==> src/rtl/ts_pkg.sv <==
// Shared constants and output-FSM state encoding for the TS-to-USB endpoint bridge.
package ts_pkg;

  localparam logic [7:0] TS_SYNC    = 8'h47;
  localparam int         TS_PKT_LEN = 188;

  typedef enum logic [2:0] {
    ST_IDLE     = 3'd0,
    ST_READ     = 3'd1,
    ST_WRITE    = 3'd2,
    ST_COMMIT   = 3'd3,
    ST_WAIT_ACK = 3'd4
  } bridge_state_t;

endpackage

==> src/rtl/ts_byte_fifo.sv <==
// Single-clock byte FIFO with registered read data (1-cycle latency) and an occupancy level.
module ts_byte_fifo #(
  parameter int AW = 9
) (
  input  logic          clk,
  input  logic          reset_n,
  input  logic          wr_en,
  input  logic [7:0]    wr_data,
  input  logic          rd_en,
  output logic [7:0]    rd_data,
  output logic [AW:0]   level,
  output logic          empty
);

  localparam logic [AW:0] DEPTH = {1'b1, {AW{1'b0}}};

  logic [7:0]    mem [2**AW];
  logic [AW-1:0] wr_ptr;
  logic [AW-1:0] rd_ptr;
  logic          do_wr;
  logic          do_rd;

  // A write into a full FIFO is still safe when a read frees a slot in the same cycle.
  assign empty = (level == '0);
  assign do_rd = rd_en && !empty;
  assign do_wr = wr_en && ((level != DEPTH) || do_rd);

  always_ff @(posedge clk) begin
    if (do_wr) mem[wr_ptr] <= wr_data;
  end

  always_ff @(posedge clk or negedge reset_n) begin
    if (!reset_n) begin
      wr_ptr  <= '0;
      rd_ptr  <= '0;
      level   <= '0;
      rd_data <= '0;
    end else begin
      if (do_wr) wr_ptr <= wr_ptr + 1'b1;
      if (do_rd) begin
        rd_ptr  <= rd_ptr + 1'b1;
        rd_data <= mem[rd_ptr];
      end
      case ({do_wr, do_rd})
        2'b10:   level <= level + 1'b1;
        2'b01:   level <= level - 1'b1;
        default: ;
      endcase
    end
  end

endmodule

==> src/rtl/ts_usb_bridge.sv <==
// Buffers whole TS packets and writes them into a USB IN endpoint buffer with commit/ack handshake.
// Define TS_BRIDGE_STATS_EN to implement the four statistics counters; otherwise they read as 0.
module ts_usb_bridge
  import ts_pkg::*;
#(
  parameter int ADDR_W      = 11,
  parameter int FIFO_AW     = 9,
  parameter int PKT_LEN     = TS_PKT_LEN,
  parameter int ACK_TIMEOUT = 7,
  parameter int FLUSH_IDLE  = 4096
) (
  input  logic              clk,
  input  logic              reset_n,
  input  logic              ts_strt,
  input  logic              ts_dval,
  input  logic [7:0]        ts_data,
  input  logic [ADDR_W-1:0] commit_len,
  input  logic              flush_en,
  output logic [ADDR_W-1:0] ep_in_addr,
  output logic [7:0]        ep_in_data,
  output logic              ep_in_wren,
  output logic              ep_in_commit,
  output logic [ADDR_W-1:0] ep_in_commit_len,
  input  logic              ep_in_ready,
  input  logic              ep_in_commit_ack,
  output logic [2:0]        state,
  output logic [15:0]       pkts_dropped,
  output logic [15:0]       sync_errs,
  output logic [15:0]       ack_timeouts,
  output logic [15:0]       commits
);

  localparam int LW            = ADDR_W + 1;
  localparam int PKT_W         = $clog2(PKT_LEN + 1);
  localparam int IDLE_W        = $clog2(FLUSH_IDLE + 1);
  localparam int TO_W          = (ACK_TIMEOUT > 1) ? $clog2(ACK_TIMEOUT) : 1;
  localparam int MAX_START_OCC = (2 ** FIFO_AW) - PKT_LEN;

  bridge_state_t     state_q;
  bridge_state_t     state_d;

  logic              fifo_wr;
  logic              fifo_rd;
  logic              fifo_empty;
  logic [7:0]        fifo_q;
  logic [FIFO_AW:0]  fifo_level;
  logic [FIFO_AW:0]  occ_now;

  logic              gate_open;
  logic [PKT_W-1:0]  pkt_cnt;
  logic              start_evt;
  logic              start_sync;
  logic              has_room;
  logic              start_ok;
  logic              start_drop;
  logic              sync_evt;
  logic              body_wr;

  logic [ADDR_W-1:0] cnt;
  logic [LW-1:0]     len;
  logic [LW-1:0]     req_len;
  logic [LW-1:0]     eff_len;
  logic              last_byte;
  logic              flush_go;
  logic              ack_s;
  logic              ack_d;
  logic              ack_fall;
  logic              timeout_hit;
  logic [IDLE_W-1:0] idle_cnt;
  logic [TO_W-1:0]   wait_cnt;

  ts_byte_fifo #(
    .AW (FIFO_AW)
  ) u_fifo (
    .clk     (clk),
    .reset_n (reset_n),
    .wr_en   (fifo_wr),
    .wr_data (ts_data),
    .rd_en   (fifo_rd),
    .rd_data (fifo_q),
    .level   (fifo_level),
    .empty   (fifo_empty)
  );

  // A packet is admitted only if all of it fits, counting a byte leaving the FIFO this cycle.
  assign occ_now    = fifo_level - {{FIFO_AW{1'b0}}, fifo_rd};
  assign has_room   = int'(occ_now) <= MAX_START_OCC;
  assign start_evt  = ts_dval && ts_strt;
  assign start_sync = start_evt && (ts_data == TS_SYNC);
  assign start_ok   = start_sync && has_room;
  assign start_drop = start_sync && !has_room;
  assign sync_evt   = start_evt && (gate_open || (ts_data != TS_SYNC));
  assign body_wr    = ts_dval && !ts_strt && gate_open;
  assign fifo_wr    = start_ok || body_wr;

  always_ff @(posedge clk or negedge reset_n) begin
    if (!reset_n) begin
      gate_open <= 1'b0;
      pkt_cnt   <= '0;
    end else if (start_ok) begin
      gate_open <= 1'b1;
      pkt_cnt   <= PKT_W'(1);
    end else if (start_drop || sync_evt) begin
      gate_open <= 1'b0;
    end else if (body_wr) begin
      pkt_cnt <= pkt_cnt + 1'b1;
      if (pkt_cnt == PKT_W'(PKT_LEN - 1)) gate_open <= 1'b0;
    end
  end

  // Buffer length is taken from commit_len only on the first byte of each buffer.
  assign req_len     = (commit_len == '0) ? {1'b1, {ADDR_W{1'b0}}} : {1'b0, commit_len};
  assign eff_len     = (cnt == '0) ? req_len : len;
  assign last_byte   = ({1'b0, cnt} == (eff_len - 1'b1));
  assign flush_go    = flush_en && (cnt != '0) && (idle_cnt >= IDLE_W'(FLUSH_IDLE));
  assign ack_fall    = ack_d && !ack_s;
  assign timeout_hit = (wait_cnt == TO_W'(ACK_TIMEOUT - 1));

  always_ff @(posedge clk or negedge reset_n) begin
    if (!reset_n) state_q <= ST_IDLE;
    else          state_q <= state_d;
  end

  always_comb begin
    state_d = state_q;
    case (state_q)
      ST_IDLE: begin
        if (!fifo_empty && ep_in_ready) state_d = ST_READ;
        else if (flush_go)              state_d = ST_COMMIT;
      end
      ST_READ:     state_d = ST_WRITE;
      ST_WRITE:    state_d = last_byte ? ST_COMMIT : ST_IDLE;
      ST_COMMIT:   state_d = ST_WAIT_ACK;
      ST_WAIT_ACK: if (ack_fall || timeout_hit) state_d = ST_IDLE;
      default:     state_d = ST_IDLE;
    endcase
  end

  always_comb begin
    fifo_rd          = 1'b0;
    ep_in_wren       = 1'b0;
    ep_in_addr       = '0;
    ep_in_data       = '0;
    ep_in_commit     = 1'b0;
    ep_in_commit_len = '0;
    case (state_q)
      ST_IDLE:   fifo_rd = !fifo_empty && ep_in_ready;
      ST_WRITE: begin
        ep_in_wren = 1'b1;
        ep_in_addr = cnt;
        ep_in_data = fifo_q;
      end
      ST_COMMIT: begin
        ep_in_commit     = 1'b1;
        ep_in_commit_len = len[ADDR_W-1:0];
      end
      default: ;
    endcase
  end

  assign state = state_q;

  always_ff @(posedge clk or negedge reset_n) begin
    if (!reset_n) begin
      cnt      <= '0;
      len      <= '0;
      wait_cnt <= '0;
    end else begin
      case (state_q)
        ST_IDLE: if (state_d == ST_COMMIT) len <= {1'b0, cnt};
        ST_WRITE: begin
          if (cnt == '0) len <= req_len;
          if (!last_byte) cnt <= cnt + 1'b1;
        end
        ST_COMMIT: begin
          cnt      <= '0;
          wait_cnt <= '0;
        end
        ST_WAIT_ACK: wait_cnt <= wait_cnt + 1'b1;
        default: ;
      endcase
    end
  end

  // Ack is synchronised twice so the falling-edge detect sees only registered values.
  always_ff @(posedge clk or negedge reset_n) begin
    if (!reset_n) begin
      ack_s    <= 1'b0;
      ack_d    <= 1'b0;
      idle_cnt <= '0;
    end else begin
      ack_s <= ep_in_commit_ack;
      ack_d <= ack_s;
      if (fifo_rd || (state_q == ST_COMMIT))     idle_cnt <= '0;
      else if (idle_cnt != IDLE_W'(FLUSH_IDLE)) idle_cnt <= idle_cnt + 1'b1;
    end
  end

`ifdef TS_BRIDGE_STATS_EN
  always_ff @(posedge clk or negedge reset_n) begin
    if (!reset_n) begin
      pkts_dropped <= '0;
      sync_errs    <= '0;
      ack_timeouts <= '0;
      commits      <= '0;
    end else begin
      if (start_drop) pkts_dropped <= pkts_dropped + 16'd1;
      if (sync_evt)   sync_errs    <= sync_errs + 16'd1;
      if ((state_q == ST_WAIT_ACK) && timeout_hit && !ack_fall)
        ack_timeouts <= ack_timeouts + 16'd1;
      if (state_q == ST_COMMIT) commits <= commits + 16'd1;
    end
  end
`else
  assign pkts_dropped = '0;
  assign sync_errs    = '0;
  assign ack_timeouts = '0;
  assign commits      = '0;
`endif

endmodule

==> config.mk <==
export PLATFORM = sky130hd
export DESIGN_NAME = ts_usb_bridge
export DESIGN_NICKNAME = d
export VERILOG_FILES = /design/src/rtl/ts_pkg.sv /design/src/rtl/ts_byte_fifo.sv /design/src/rtl/ts_usb_bridge.sv
export SDC_FILE = /design/constraint.sdc
export NUM_CORES = 2
export LEC_CHECK = 0
export BUFFER_PORTS_ARGS = -buffer_cell sky130_fd_sc_hd__buf_2
export CAP_MARGIN = 20
export CORE_ASPECT_RATIO = 1.2
export CORE_MARGIN = 3
export CORE_UTILIZATION = 63
export DETAILED_ROUTE_END_ITERATION = 16
export PLACE_DENSITY_LB_ADDON = 0.2
export SYNTH_ARGS = -nofsm -noshare
export SYNTH_HDL_FRONTEND = slang
export SYNTH_HIERARCHICAL = 1
export SYNTH_SLANG_ARGS = --single-unit
==> constraint.sdc <==
create_clock -name clk -period 7.9 [get_ports clk]
set_input_delay 0.79 -clock clk [delete_from_list [all_inputs] [get_ports clk]]
set_output_delay 0.79 -clock clk [all_outputs]
set_load 0.05 [all_outputs]
**Yosys cells after proc, flatten, opt, wreduce, memory -nomap -nowiden**

Memory sizes are Yosys's and may differ from the RTL's. A register that Yosys moved wholly into a read port is not among the register bits.
Cells that the tools add are included.
Widths: inputs -> output; s select.

- $mul: 0
- Shift operators: 0
- Div/mod/pow operators: 0
- $lt $le $gt $ge: 2
- Equal/unequal tests: 17
- Bitwise gates (word level): 0
- $add $sub $neg: 10
- Reductions and logical operators: 41
- Muxes and demuxes: 30

Operator list:

| cell | number |
|---|---|
| $mux 12 | 3 |
| $mux 11 | 3 |
| $mux 8 | 4 |
| $mux 13 | 2 |
| $pmux 12 s2 | 1 |
| $logic_not 11->1 | 2 |
| $pmux 11 s2 | 1 |
| $pmux 10 s2 | 1 |
| $add 9x1->9 const B | 2 |
| $pmux 3 s5 | 1 |
| $add 13x1->13 const B | 1 |
| $ge 13x13->1 const B | 1 |
| $logic_and 1x1->1 | 13 |
| $ne 13x13->1 const B | 1 |
| $eq 11x12->1 | 1 |
| $reduce_bool 2->1 | 6 |
| $sub 12x1->12 const B | 1 |
| $add 11x1->11 const B | 1 |
| $reduce_bool 11->1 | 1 |
| $add 10x1->10 const B | 1 |
| $le 10x9->1 const B | 1 |
| $logic_not 10->1 | 1 |
| $ne 10x10->1 const B | 1 |
| $sub 10x1->10 | 1 |
| other kinds (21) | 49 |

- Output and inout bits: 99
- RAM bits: 4096
- Bits of input ports: 26
- Memories: 1
- Word-level logic and storage cells: 113
- Register bits after elaboration: 81
- Bits in latches: 0
- Bits in read-only memories: 0

Memory list:

| name | words | width | rd ports | clocked after Yosys merged registers in | wr ports | line | text |
|---|---|---|---|---|---|---|---|
| u_fifo.mem | 512 | 8 | 1 | 1 | 1 | ts_byte_fifo.sv:17 | `logic [7:0] mem [2**AW];` |

**Depth between registers and ports, before layout**

- Depth after elaboration: 11
- Depth in mapped cells: 24
- Mapped depth without buffers: 23

**Hierarchy**

Netlist, hierarchy kept.

Modules (own cells, without submodules):

| module | instances | cells an instance | area each (um2) | sequential area each (um2) |
|---|---|---|---|---|
| ts_byte_fifo | 1 | 7556 | 160551.5 | 123898.8 |
| ts_usb_bridge | 1 | 510 | 4242.8 | 1326.3 |

**Least setup slack after synthesis**

Ideal clock, no wire load.

- Path kind: reg-to-reg
- From: reg state_q[1], in the netlist state[1]
- To: reg u_fifo.level[9]
- Slack: 2129 ps
- Clock period less this slack: 5771 ps
- Required time: 7764 ps
- Cell stages (with the launch flop): 22
- Path buffers: 2
- Setup time: 136 ps
- Arrival: 5634 ps
- Cells stage by stage: dfrtp_1 > clkbuf_1 > nor4_1 > ha_1 > inv_1 > o21ai_0 > a2bb2oi_1 > o22ai_1 > a21boi_0 > o21ai_0 > o2111a_1 > clkbuf_1 > or2_2 > nor2_1 > ha_1 > a21o_1 > a21oi_1 > o21bai_1 > a2111oi_0 > o311ai_0 > o221ai_1 > or3b_2

- Longest elaborated chain between the ends: 9
- Elaborated cells between the ends (all ways): 13
- Those cells by class: 1 x add/sub; 1 x order compare; 2 x eq/ne; 2 x mux; 7 x reduce/logical

Ends and longest elaborated chain:

| element | line | text |
|---|---|---|
| start, declared | ts_usb_bridge.sv:39 | `bridge_state_t state_q;` |
| start signal, assigned | ts_usb_bridge.sv:121 | `else state_q <= state_d;` |
| $logic_not 3->1 * | ts_usb_bridge.sv:146 | `case (state_q)` |
| $mux 1 * | ts_usb_bridge.sv:146 |  |
| named net fifo_rd | ts_usb_bridge.sv:43 | `logic fifo_rd;` |
| $sub 10x1->10 * | ts_usb_bridge.sv:86 | `assign occ_now = fifo_level - {{FIFO_AW{1'b0}}, fifo_rd};` |
| $le 10x9->1 * | ts_usb_bridge.sv:87 | `assign has_room = int'(occ_now) <= MAX_START_OCC;` |
| $logic_and 1x1->1 * | ts_usb_bridge.sv:90 | `assign start_ok = start_sync && has_room;` |
| $logic_or 1x1->1 * | ts_usb_bridge.sv:94 | `assign fifo_wr = start_ok \|\| body_wr;` |
| named net fifo_wr | ts_usb_bridge.sv:42 | `logic fifo_wr;` |
| $logic_and 1x1->1 * | ts_byte_fifo.sv:26 | `assign do_wr = wr_en && ((level != DEPTH) \|\| do_rd);` |
| $eq 2x1->1 / $eq 2x2->1 (equally long branches) | ts_byte_fifo.sv:44 | `case ({do_wr, do_rd})` |
| $pmux 10 s2 / $reduce_bool 2->1 (equally long branches) | - |  |
| end signal, assigned | ts_byte_fifo.sv:45 | `2'b10: level <= level + 1'b1;` |
| end signal, assigned | ts_byte_fifo.sv:46 | `2'b01: level <= level - 1'b1;` |
| end, declared | ts_byte_fifo.sv:11 | `output logic [AW:0] level,` |

Mark *: on every way through the listed nets, which the timed path passes. The rest lies on a longest branch.
A chain may end at the register's enable or synchronous reset.

**Worst setup path after layout**

- From: reg u_fifo.level[7]
- To: reg u_fifo.level[9]

- Longest elaborated chain between the ends: 11
- Elaborated cells between the ends (all ways): 18
- Those cells by class: 3 x add/sub; 1 x order compare; 3 x eq/ne; 2 x mux; 9 x reduce/logical

Ends and longest elaborated chain:

| element | line | text |
|---|---|---|
| $logic_not 10->1 * | ts_byte_fifo.sv:24 | `assign empty = (level == '0);` |
| named net fifo_empty | ts_usb_bridge.sv:44 | `logic fifo_empty;` |
| $logic_not 1->1 * | ts_usb_bridge.sv:147 | `ST_IDLE: fifo_rd = !fifo_empty && ep_in_ready;` |
| $logic_and 1x1->1 * | ts_usb_bridge.sv:147 |  |
| $mux 1 * | ts_usb_bridge.sv:146 |  |
| named net fifo_rd | ts_usb_bridge.sv:43 |  |
| $sub 10x1->10 * | ts_usb_bridge.sv:86 |  |
| $le 10x9->1 * | ts_usb_bridge.sv:87 |  |
| $logic_and 1x1->1 * | ts_usb_bridge.sv:90 |  |
| $logic_or 1x1->1 * | ts_usb_bridge.sv:94 |  |
| named net fifo_wr | ts_usb_bridge.sv:42 |  |
| $logic_and 1x1->1 * | ts_byte_fifo.sv:26 |  |
| $eq 2x1->1 / $eq 2x2->1 (equally long branches) | ts_byte_fifo.sv:44 |  |
| $pmux 10 s2 / $reduce_bool 2->1 (equally long branches) | - |  |

Marked as above.

==> impl_metrics.tcl <==
set metrics [dict create \
    synth.area.top_cells "edfxtp_1, mux4_2, mux2i_1, nor2_1, dfrtp_1" \
    fin_crit_ns 6.85 \
    use_met3_pct 9.36 \
    hold_class "input port to register" \
    cp-end-kind "register" \
    worst_slew_pin_slew_ns 1.27 \
    power.density_nw_per_um2 333 \
    synth.cell_area_um2 165000 \
    ys_seq_elements 4185 \
    cpMaxStageDelayCell "a2111oi_0" \
    numCtsBuffers 381 \
    antenna_found_initial 15 \
    multi_input_area_um2 36500 \
    h-tree-depth 5 \
    ff_latch_area_um2 125000 \
    mostFrequentLayoutCells "edfxtp_1, mux4_2, nor2_1" \
    fin_nets 8276 \
    nFillCells 15400 \
    grt_pass1_wl_um 650000 \
    pin_count 125 \
    seq_area_frac_synth_pct 76.0 \
    postCtsSetupBuffers 0 \
    synth.avg_cell_area_um2 20.4 \
    first_iter_violations 13700 \
    grt_busiest_layer "met2" \
    cp.required_ns 8.67 \
    cts_buffer_depth 4 \
    clock_latency_ns 0.92 \
    track_usage_pct 34.5 \
    cp_data_arrival_time_ns 7.63 \
    path_cells "nor4_1, nand3_1, nor2_1, nand2b_1, nor4_1, buf_4, ha_1, inv_1, o21ai_0, a2bb2oi_1, o22ai_1, a21boi_0, o21ai_0, o2111a_1, or2_2, nor2_1, ha_1, a21o_1, a21oi_1, o21bai_1, a2111oi_0, o311ai_0, o221ai_1, or3b_2" \
    setup_viol 0 \
    dr.pass1.iters 7 \
    fin_crit_sh_pct 86.8 \
    dp_hpwl_um 278000 \
    vias_per_cell 7.22 \
    drcViolationCount 0 \
    synth_edf_count 4096 \
    die_w_um 473 \
    status "finished clean" \
    fin_setup_tns_ns 0 \
    layout-drive-gt1-share_pct 22.0 \
    dieHeight_um 566 \
    dieArea_um2 268000 \
    combPwrFrac_pct 28.1 \
    rrSetupSlack_ns 1.05 \
    synth_ff_type "edfxtp_1" \
    critical_path_class "register to register" \
    grtUsageMet1_pct 46.8 \
    relSlewSlack_pct 14.4 \
    grt_pass1_vias 84900 \
    fmax_mhz 146 \
    synth_cells 8066 \
    initial_core_util_pct 63.4 \
    crit_path_start_kind "register" \
    tritoncts "built" \
    area_delta_synth_final_pct 9.82 \
    critPathMaxFanout 11 \
    place.gp.congestion 0.921 \
    crit_buf_inv 2 \
    switching_share_pct 31.2 \
    met2_usage_pct 52.7 \
    fin_cells 12000 \
    synth_top_area_share_pct 74.6 \
    ir_drop_v 0.000284 \
    cpLargestDelayFamily "compound AO/OA/AOI/OAI gates" \
    skew_ns 0.0440 \
    p_leak_nw 56.8 \
    grt_start_max_net_pins 154 \
    hold_viol_final 0 \
    synth_cell_types 95 \
    wl_per_cell_um 38.4 \
    utilization_pct 69.6 \
    seqPwrFrac_pct 41.6 \
    dp.cells 11300 \
    core_um2 260000 \
    dr_total_vias 86400 \
    ctsRootBufferMaster "clkbuf_16" \
    io_buffer_count 60 \
    async_flop_share_pct 2.13 \
    final_common_cell "edfxtp_1" \
    clkSinkCount 4185 \
    rsz0062_at_grt "no" \
    grt-ovfl-total 0 \
    internal-power_mw 41.5 \
    crit_path_max_incr_delay_ns 0.77 \
    synth_top_area_cell "edfxtp_1" \
    cts.clk_slew.worst_paths_ns 0.06 \
    drv_slew 0 \
    row_count 205 \
    ant_nets 0 \
    switching_power_mw 18.8 \
    clockPowerShare_pct 30.3 \
    drv_cap 0 \
    ys_warn_count 6 \
    routed_wirelength_um 460000 \
]
## sequential cells by signal, summed over array words and instances (netlist names)
name and count:
u_fifo/mem 4096, idle_cnt 13, len 12, cnt 11, u_fifo/level 10, u_fifo/rd_ptr 9
u_fifo/wr_ptr 9, pkt_cnt 8, u_fifo/rd_data 8, state 3, wait_cnt 3, ack_d 1
ack_s 1, gate_open 1
## cell usage after synthesis (13+ instances only)
library cell,count
a221oi_1,73
and3_1,36
o211ai_1,20
o21ai_0,69
o22ai_1,71
nor4_1,17
a22oi_1,158
mux2_2,25
nand2b_1,24
edfxtp_1,4096
buf_1,33
o221ai_1,37
inv_1,33
dfrtp_1,89
buf_12,13
mux4_2,942
a21oi_1,154
clkbuf_1,234
nand4_1,16
a22o_1,47
mux2i_1,298
nand2_1,208
xnor2_1,33
buf_6,46
a31oi_1,19
nor2_1,649
xor2_1,18
nor3_1,27
ha_1,22
nand3_1,51
buf_2,106
a211oi_1,54
nor2b_1,22
buf_4,120
## cells by family after synthesis
| logic type | share of synthesized area, % |
|---|---|
| AO/OA/AOI/OAI | 3.57 |
| flip-flops | 76.0 |
| multiplexers | 14.9 |
| adder cells (fa/ha/maj) | 0.179 |
| XOR/XNOR | 0.271 |
| buffers and inverters | 2.14 |
| AND/OR/NAND/NOR | 2.99 |
| other | 0.00228 |
## path summary, 6_finish.rpt
kind,startpoint,to,depth (start not counted)
min,commit_len[10],len[11],2
min in group asynchronous,reset_n,idle_cnt[5],2
max in group asynchronous,reset_n,u_fifo/rd_ptr[4],3
max,u_fifo/level[7],u_fifo/level[9],24
min reg2reg,ack_s,ack_d,0
max reg2reg,u_fifo/level[7],u_fifo/level[9],24
## per-layer routing
| metal | vias to the layer above | wire, um |
|---|---|---|
| li1 | 33600 | - |
| met2 | 6918 | 217000 |
| met5 | - | 117 |
| met4 | 14 | 27100 |
| met3 | 1198 | 59700 |
| met1 | 44700 | 156000 |
## cell type report
| cell class | count | area share, % |
|---|---|---|
| clock inverter | 230 | 1.18 |
| clock buffer | 464 | 5.61 |
| inverter | 34 | 0.0747 |
| timing repair buffer | 280 | 1.37 |
| sequential | 4185 | 69.2 |
| tap | 3415 | 2.36 |
| antenna | 23 | 0.0318 |
| multi-input combinational | 3345 | 20.2 |
## per-stage QoR
step | setup WS (ns) | hold WS, ns | power [mW] | instance area (um^2)
6_report | 1.05 | 0.154 | 60.3 | 181000
3_5_place_dp | 1.21 | 0.372 | 42.1 | 169000
3_3_place_gp | 0.817 | 0.368 | 42.0 | 169000
5_1_grt | 0.479 | 0.130 | 61.8 | 181000
4_1_cts | 1.17 | 0.0787 | 60.1 | 181000
2_1_floorplan | 2.13 | 0.354 | 36.6 | 165000
## timing repair
item,in CTS,in global routing
hold buffers,2,0
endpoints found under the hold margin,59,0
setup endpoints to repair,0,0
resized for setup,0,0
## power groups by stage
stage               Clock (mW)  Sequential (mW)  Combinational, mW
global placement             0             25.5               16.4
floorplan                    0             25.1               11.5
detailed placement           0             25.5               16.6
finish                    18.3             25.1               17.0
global route              19.3             25.1               17.4
CTS                       18.4             25.1               16.6
No activity file was read; power rests on OpenSTA's default activity.
